<file path="src/rtl/alu_if.sv">
// Operand/opcode bundle into the ALU and registered result/branch flags back out.
interface alu_if #(
    parameter int DATA_WIDTH    = 32,
    parameter int OPCODE_LENGTH = 5
);
    logic [DATA_WIDTH-1:0]    rs1;
    logic [DATA_WIDTH-1:0]    rs2;
    logic [OPCODE_LENGTH-1:0] Opcode;
    logic [DATA_WIDTH-1:0]    rd;
    logic                     Con_BLT;
    logic                     Con_BGT;
    logic                     zero;

    modport master (
        output rs1, rs2, Opcode,
        input  rd, Con_BLT, Con_BGT, zero
    );

    modport slave (
        input  rs1, rs2, Opcode,
        output rd, Con_BLT, Con_BGT, zero
    );
endinterface

</file>
<file path="src/rtl/alu.sv">
// Registered integer ALU: one operation per clock, result and branch flags
// appear one cycle after the operands are sampled.
module alu #(
    parameter int DATA_WIDTH    = 32,
    parameter int OPCODE_LENGTH = 5
) (
    input logic   clk,
    input logic   rst_n,
    alu_if.slave  bus
);
    localparam int SH_W = $clog2(DATA_WIDTH);

    localparam logic [OPCODE_LENGTH-1:0] OP_NOP   = OPCODE_LENGTH'(5'b00000);
    localparam logic [OPCODE_LENGTH-1:0] OP_ADD   = OPCODE_LENGTH'(5'b00001);
    localparam logic [OPCODE_LENGTH-1:0] OP_SUB   = OPCODE_LENGTH'(5'b00010);
    localparam logic [OPCODE_LENGTH-1:0] OP_SLL   = OPCODE_LENGTH'(5'b00011);
    localparam logic [OPCODE_LENGTH-1:0] OP_SLTU  = OPCODE_LENGTH'(5'b00100);
    localparam logic [OPCODE_LENGTH-1:0] OP_SLT   = OPCODE_LENGTH'(5'b00101);
    localparam logic [OPCODE_LENGTH-1:0] OP_XOR   = OPCODE_LENGTH'(5'b00110);
    localparam logic [OPCODE_LENGTH-1:0] OP_SRL   = OPCODE_LENGTH'(5'b00111);
    localparam logic [OPCODE_LENGTH-1:0] OP_SRA   = OPCODE_LENGTH'(5'b01000);
    localparam logic [OPCODE_LENGTH-1:0] OP_OR    = OPCODE_LENGTH'(5'b01001);
    localparam logic [OPCODE_LENGTH-1:0] OP_AND   = OPCODE_LENGTH'(5'b01010);
    localparam logic [OPCODE_LENGTH-1:0] OP_PASSB = OPCODE_LENGTH'(5'b01011);
    localparam logic [OPCODE_LENGTH-1:0] OP_BEQ   = OPCODE_LENGTH'(5'b01100);
    localparam logic [OPCODE_LENGTH-1:0] OP_BLT   = OPCODE_LENGTH'(5'b01101);
    localparam logic [OPCODE_LENGTH-1:0] OP_BGT   = OPCODE_LENGTH'(5'b01110);
    localparam logic [OPCODE_LENGTH-1:0] OP_BLTU  = OPCODE_LENGTH'(5'b01111);
    localparam logic [OPCODE_LENGTH-1:0] OP_BGTU  = OPCODE_LENGTH'(5'b10000);
    localparam logic [OPCODE_LENGTH-1:0] OP_MUL   = OPCODE_LENGTH'(5'b10001);

    localparam logic [DATA_WIDTH-1:0] ZERO_W = {DATA_WIDTH{1'b0}};
    localparam logic [DATA_WIDTH-1:0] ONE_W  = {{(DATA_WIDTH-1){1'b0}}, 1'b1};

    logic [SH_W-1:0]       sh_s;
    logic [DATA_WIDTH-1:0] diff_s;
    logic                  lt_s_s;
    logic                  gt_s_s;
    logic                  lt_u_s;
    logic                  gt_u_s;
    logic [DATA_WIDTH-1:0] rd_next_s;
    logic                  blt_next_s;
    logic                  bgt_next_s;

    logic [DATA_WIDTH-1:0] rd_r;
    logic                  blt_r;
    logic                  bgt_r;
    logic                  zero_r;

    // Shared operand relations and shift amount used across several opcodes.
    always_comb begin
        sh_s   = bus.rs2[SH_W-1:0];
        diff_s = bus.rs1 - bus.rs2;
        lt_s_s = $signed(bus.rs1) < $signed(bus.rs2);
        gt_s_s = $signed(bus.rs1) > $signed(bus.rs2);
        lt_u_s = bus.rs1 < bus.rs2;
        gt_u_s = bus.rs1 > bus.rs2;
    end

    // Opcode decode into next result and branch conditions.
    always_comb begin
        rd_next_s  = ZERO_W;
        blt_next_s = 1'b0;
        bgt_next_s = 1'b0;
        case (bus.Opcode)
            OP_NOP:   rd_next_s = ZERO_W;
            OP_ADD:   rd_next_s = bus.rs1 + bus.rs2;
            OP_SUB:   rd_next_s = diff_s;
            OP_SLL:   rd_next_s = bus.rs1 << sh_s;
            OP_SLTU:  rd_next_s = lt_u_s ? ONE_W : ZERO_W;
            OP_SLT:   rd_next_s = lt_s_s ? ONE_W : ZERO_W;
            OP_XOR:   rd_next_s = bus.rs1 ^ bus.rs2;
            OP_SRL:   rd_next_s = bus.rs1 >> sh_s;
            OP_SRA:   rd_next_s = $unsigned($signed(bus.rs1) >>> sh_s);
            OP_OR:    rd_next_s = bus.rs1 | bus.rs2;
            OP_AND:   rd_next_s = bus.rs1 & bus.rs2;
            OP_PASSB: rd_next_s = bus.rs2;
            OP_BEQ:   rd_next_s = diff_s;
            OP_BLT: begin
                rd_next_s  = diff_s;
                blt_next_s = lt_s_s;
            end
            OP_BGT: begin
                rd_next_s  = diff_s;
                bgt_next_s = gt_s_s;
            end
            OP_BLTU: begin
                rd_next_s  = diff_s;
                blt_next_s = lt_u_s;
            end
            OP_BGTU: begin
                rd_next_s  = diff_s;
                bgt_next_s = gt_u_s;
            end
            OP_MUL:   rd_next_s = bus.rs1 * bus.rs2;
            default: begin
                rd_next_s  = ZERO_W;
                blt_next_s = 1'b0;
                bgt_next_s = 1'b0;
            end
        endcase
    end

    // Output registers; reset clears every output including zero.
    always_ff @(posedge clk or negedge rst_n) begin
        if (!rst_n) begin
            rd_r   <= ZERO_W;
            blt_r  <= 1'b0;
            bgt_r  <= 1'b0;
            zero_r <= 1'b0;
        end else begin
            rd_r   <= rd_next_s;
            blt_r  <= blt_next_s;
            bgt_r  <= bgt_next_s;
            zero_r <= (rd_next_s == ZERO_W);
        end
    end

    assign bus.rd      = rd_r;
    assign bus.Con_BLT = blt_r;
    assign bus.Con_BGT = bgt_r;
    assign bus.zero    = zero_r;
endmodule

</file>
<file path="src/flat_wrapper.sv">
// flat-port wrapper written by rule: the top's interface ports become plain ports
module alu_flat 
#(
    parameter int DATA_WIDTH    = 32,
    parameter int OPCODE_LENGTH = 5
)
  (clk, rst_n, bus_rs1, bus_rs2, bus_Opcode, bus_rd, bus_Con_BLT, bus_Con_BGT, bus_zero);
  alu_if #(.DATA_WIDTH(DATA_WIDTH), .OPCODE_LENGTH(OPCODE_LENGTH)) bus_i ();
  input logic clk;
  input logic rst_n;
  input wire logic [$bits(bus_i.rs1)-1:0] bus_rs1;
  input wire logic [$bits(bus_i.rs2)-1:0] bus_rs2;
  input wire logic [$bits(bus_i.Opcode)-1:0] bus_Opcode;
  output wire logic [$bits(bus_i.rd)-1:0] bus_rd;
  output wire logic [$bits(bus_i.Con_BLT)-1:0] bus_Con_BLT;
  output wire logic [$bits(bus_i.Con_BGT)-1:0] bus_Con_BGT;
  output wire logic [$bits(bus_i.zero)-1:0] bus_zero;
  assign bus_i.rs1 = bus_rs1;
  assign bus_i.rs2 = bus_rs2;
  assign bus_i.Opcode = bus_Opcode;
  assign bus_rd = bus_i.rd;
  assign bus_Con_BLT = bus_i.Con_BLT;
  assign bus_Con_BGT = bus_i.Con_BGT;
  assign bus_zero = bus_i.zero;
  alu #(.DATA_WIDTH(DATA_WIDTH), .OPCODE_LENGTH(OPCODE_LENGTH)) u_core (.clk(clk), .rst_n(rst_n), .bus(bus_i));
endmodule
</file>
<file path="config.mk">
export PLATFORM = sky130hd
export DESIGN_NAME = alu_flat
export DESIGN_NICKNAME = d
export VERILOG_FILES = /design/src/rtl/alu_if.sv /design/src/rtl/alu.sv /design/src/flat_wrapper.sv
export SDC_FILE = /design/constraint.sdc
export NUM_CORES = 2
export LEC_CHECK = 0
export ABC_AREA = 1
export CAP_MARGIN = 0
export CORE_MARGIN = 10
export CORE_UTILIZATION = 50
export DETAILED_ROUTE_END_ITERATION = 16
export PLACE_DENSITY = 0.77
export SYNTH_ARGS = -nofsm -noshare
export SYNTH_HDL_FRONTEND = slang
export SYNTH_SLANG_ARGS = --single-unit
</file>
<file path="constraint.sdc">
create_clock -name clk -period 0.8 [get_ports clk]
set_input_delay 0.12 -clock clk [delete_from_list [all_inputs] [get_ports clk]]
set_output_delay 0.12 -clock clk [all_outputs]
set_load 0.005 [all_outputs]
</file>
==> impl_metrics.ini, run 1 <==
[yosys]
syn_nets = 4940
yosysWarnings = 0
yosys.area.top_type = fa_1
synth.area.top_cells = fa_1, nand2_1, inv_1
synth_cell_types = 66
syn-instance-count = 4239
ys_seq_area_share_pct = 3.20
syn-cell-area_um2 = 27300
synthArstFlopShare_pct = 100
ys_ff_latch = 35
synth_edf_count = 0
synth_top_cell_area_share_pct = 30.0
synthFlopType = dfrtp_1
syn_avg_cell_area_um2 = 6.45

[run_status]
stop_stage = 5_1_grt
status = stopped before the end
error_line = [ERROR GRT-0232] Routing congestion too high. Check the congestion heatmap in the GUI.

[clocking]
clock-sinks = 35
cts_buffers = 5
htree_num_levels = 2
cts-root-buf = clkbuf_16
cts_max_path_buffers = 2

[die]
pin_count = 106
fp.dieH_um = 254
die_w_um = 254
initial_core_util_pct = 50.6
fp-row-count = 85

[place]
finalWeightedCongestion = 1.08
hpwl_um = 120000
port_buffers = 105

[timing]
worst-ep-kind = register data pin
postGrtWorstEndpoint = u_core.bus.zero$_DFF_PN0_/D

[grt]
grt_max_degree = 80
grt.overflow.total = 22
grtUsageTotal_pct = 70.1
## cells by family after synthesis
| kind of cell | count (synthesis) | synth area share [%] |
|---|---|---|
| AOI/OAI and AO/OA | 594 | 12.4 |
| xor gates and xnor gates | 19 | 0.609 |
| adders and majority gates | 630 | 40.1 |
| buffers and inverters | 1224 | 17.4 |
| DFF | 35 | 3.20 |
| muxes | 16 | 0.586 |
| and+or+nand+nor | 1721 | 25.7 |
## synth_stat cells (all sizes together), types with 10 or more instances
master / instances
mux2i: 16
nand3: 190
o22ai: 29
o21ai: 267
or2: 22
a21oi: 182
xor2: 12
o21a: 11
inv: 1009
nand2: 1167
nor2: 243
dfrtp: 35
a221oi: 10
nor3: 45
fa: 410
o211ai: 24
a21o: 13
ha: 220
buf: 114
clkbuf: 99
nand4: 35
## routing by layer
layer  track usage (%)  GRT overflow
met5              54.4             1
met4              62.4             6
met3              62.3             4
met2              83.1             9
met1              68.4             2
## repair_timing
| action | 4_1_cts |
|---|---|
| endpoints found under the hold margin | 35 |
| hold buffers | 1 |
| gates cloned | 7 |
| pin swaps | 273 |
| setup endpoints to repair | 70 |
| gates resized for setup | 636 |
| setup buffers | 111 |
## through the flow
step / TNS (ps) / setup WS (ps) / hold WS [ps] / instances / instance area, µm²
after global placement: -189680 / -6500 / 101 / 5855 / 37000
after detailed placement: -192990 / -6700 / 112 / 5855 / 37000
after floorplan: -149960 / -5830 / -176 / 4239 / 27900
after CTS: -169530 / -5740 / 322 / 5972 / 39500
==> run 2: changes to the inputs <==
--- a/config.mk
+++ b/config.mk
@@ -8,9 +8,9 @@
 export ABC_AREA = 1
 export CAP_MARGIN = 0
 export CORE_MARGIN = 10
-export CORE_UTILIZATION = 50
+export CORE_UTILIZATION = 35
 export DETAILED_ROUTE_END_ITERATION = 16
-export PLACE_DENSITY = 0.77
+export PLACE_DENSITY_LB_ADDON = 0.15
 export SYNTH_ARGS = -nofsm -noshare
 export SYNTH_HDL_FRONTEND = slang
 export SYNTH_SLANG_ARGS = --single-unit
==> impl_metrics.ini, run 2 <==
[run_status]
status = finished with violations
violations = negative setup slack

[grt]
grt.busiest_layer = met2
grt.overflow.total = 0
grt_pass1_wl_um = 207000
antenna_found_initial = 3
use_met3_pct = 4.29
grt_util_met2_pct = 50.5
grt_pass1_vias = 32500
grt_max_degree = 64
grtUsageMet1_pct = 40.0
grtUsageTotal_pct = 30.9

[timing]
max-slew-margin-rel_pct = 53.1
fin_tns_setup_ps = -163660
worst_slew_pin_slew_ps = 702
worst_slack_ps = -5950
maxSlewViolCount = 0
max_freq_mhz = 148
setup_viol = 70
fin_crit_ps = 6750
hold_slack_ps = 181
rsz0062_at_grt = yes
hold_viol_final = 0
post-route-period-util_pct = 844

[die]
pin_count = 106
fp-row-count = 102
die_w_um = 299
core-area_um2 = 77500
fp.dieH_um = 299
initial_core_util_pct = 35.3
die_area_um2 = 89700

[yosys]
synth_edf_count = 0
syn-instance-count = 4239
yosysWarnings = 0
yosysMostFrequentCell = nand2_1
synth_top_family_by_area = adder cells
synth_compound_area_share_pct = 12.4
ys_seq_area_share_pct = 3.20
synthArstFlopShare_pct = 100
syn-cell-area_um2 = 27300
syn_avg_cell_area_um2 = 6.45
synthFlopType = dfrtp_1
ys_ff_latch = 35
synth_top_cell_area_share_pct = 30.0
yosys.area.top_type = fa_1
synth_mux_area_share_pct = 0.586
synth_xor_area_share_pct = 0.609
synth_cell_types = 66
syn_nets = 4940
synth.area.top_cells = fa_1, nand2_1, inv_1
synthTopCellsByCount = nand2_1, inv_1, fa_1
synth-simple-area-share_pct = 25.7
synth_adder_area_share_pct = 40.1

[critical_path]
cpPeakStageDelay_ps = 550
path_class = in2reg
start_kind = primary input
worstPathRequired_ps = 1000
crit_top_cell = fa_1
slowest_stage = fa_1
worstSetupEndpointType = flip-flop
cp.arrival_ps = 6950
critPathMaxFanout = 5

[routing]
dr.pass1.iters = 6
drt_iter0_markers = 2650
antenna_left = 0
wl_um = 142000
wl_per_cell_um = 22.4
vias_per_cell = 5.03
drc = 0
via_count = 32000

[clocking]
cts_tree = yes
cts_max_path_buffers = 2
cts_buffers = 5
clock-sinks = 35
clk_pin_slew_ps = 70
cts-root-buf = clkbuf_16
htree_num_levels = 2

[cells_and_area]
nets = 6018
drive_gt1_share_pct = 35.1
syn2layout_area_growth_pct = 54.6
layout_commonest_cell = nand2_1
largest_reg_flops = 32
final_cell_mix = nand2_1, buf_4, inv_1, fa_1, nor2_1

[place]
finalWeightedCongestion = 1.08
hpwl_um = 119000
port_buffers = 105

[pwr]
power_leakage_nw = 23.4
total_power_mw = 204
ir_drop_uv = 8160
pwr_density_cell_nw_per_um2 = 4820

[min_path]
hold_class = in2async

[run]
maxCapViolCount = 0
==> run 2: power by group <==
part / internal (mW) / total, mW / switching (mW) / leakage, nW
clock network: 1.15 / 2.12 / 0.969 / 0.0658
logic: 94.7 / 199 / 105 / 22.9
registers: 2.20 / 2.37 / 0.166 / 0.461
total: 98.1 / 204 / 106 / 23.4
==> run 2: layer usage <==
metal	up-vias	wire (µm)	part of all wire [%]
met5	-	0	0
met4	0	7660	5.4
met3	278	10700	7.5
met2	1259	64900	46
met1	15500	59000	41
li1	15000	-	-
==> run 2: worst paths after layout <==
check / startpoint / endpoint / slack [ps] / depth (start not counted)
min in group clk: bus_Opcode[3] / u_core.bus.rd[0] / 530 / 8
worst max-delay path: bus_rs1[15] / u_core.bus.zero / -5950 / 36
max in group asynchronous: rst_n / u_core.bus.rd[2] / 170 / 3
worst min-delay path: rst_n / u_core.bus.rd[31] / 180 / 2
==> run 2: layout make-up <==
type | instances | area, µm²
fill | 7531 | 35200
multi-input combinational | 2980 | 24500
timing repair buffer | 1284 | 11600
inverter | 1011 | 3830
tap | 1040 | 1300
sequential | 35 | 876
clock buffer | 5 | 125
clock inverter | 3 | 20.0
antenna | 1 | 2.50
==> run 2: critical path, delay by kind of cell <==
family	cells	cell delay (ps)
adders and majority gates	9	4320
AOI/OAI and AO/OA	1	150
buffers and inverters	11	780
and+or+nand+nor	15	1540
==> run 2: logic make-up after synthesis <==
logic type               Yosys count
buffers and inverters           1224
XOR/XNOR                          19
flip-flops                        35
multiplexers                      16
adder cells (fa/ha/maj)          630
AO/OA/AOI/OAI                    594
AND/OR/NAND/NOR                 1721
==> run 2: what timing repair did <==
item / 4_1_cts / 5_1_grt
gates cloned: 9 / 0
hold buffers: 1 / 0
setup endpoints to repair: 70 / 70
pin swaps: 244 / 195
setup buffers: 151 / 58
gates resized for setup: 1060 / 262
endpoints found under the hold margin: 35 / 0
==> run 2: stage by stage <==
stage	setup WS, ps	instances	cell area, µm²	util [%]
2_1_floorplan	-5830	4239	27900	-
3_3_place_gp	-7490	6164	37000	47.8
3_5_place_dp	-7450	6164	37000	47.8
4_1_cts	-5830	6323	41200	53.1
5_1_grt	-6140	6359	42300	54.6
6_report	-5950	6359	42300	54.6
Power figures use the tool's default switching activity.
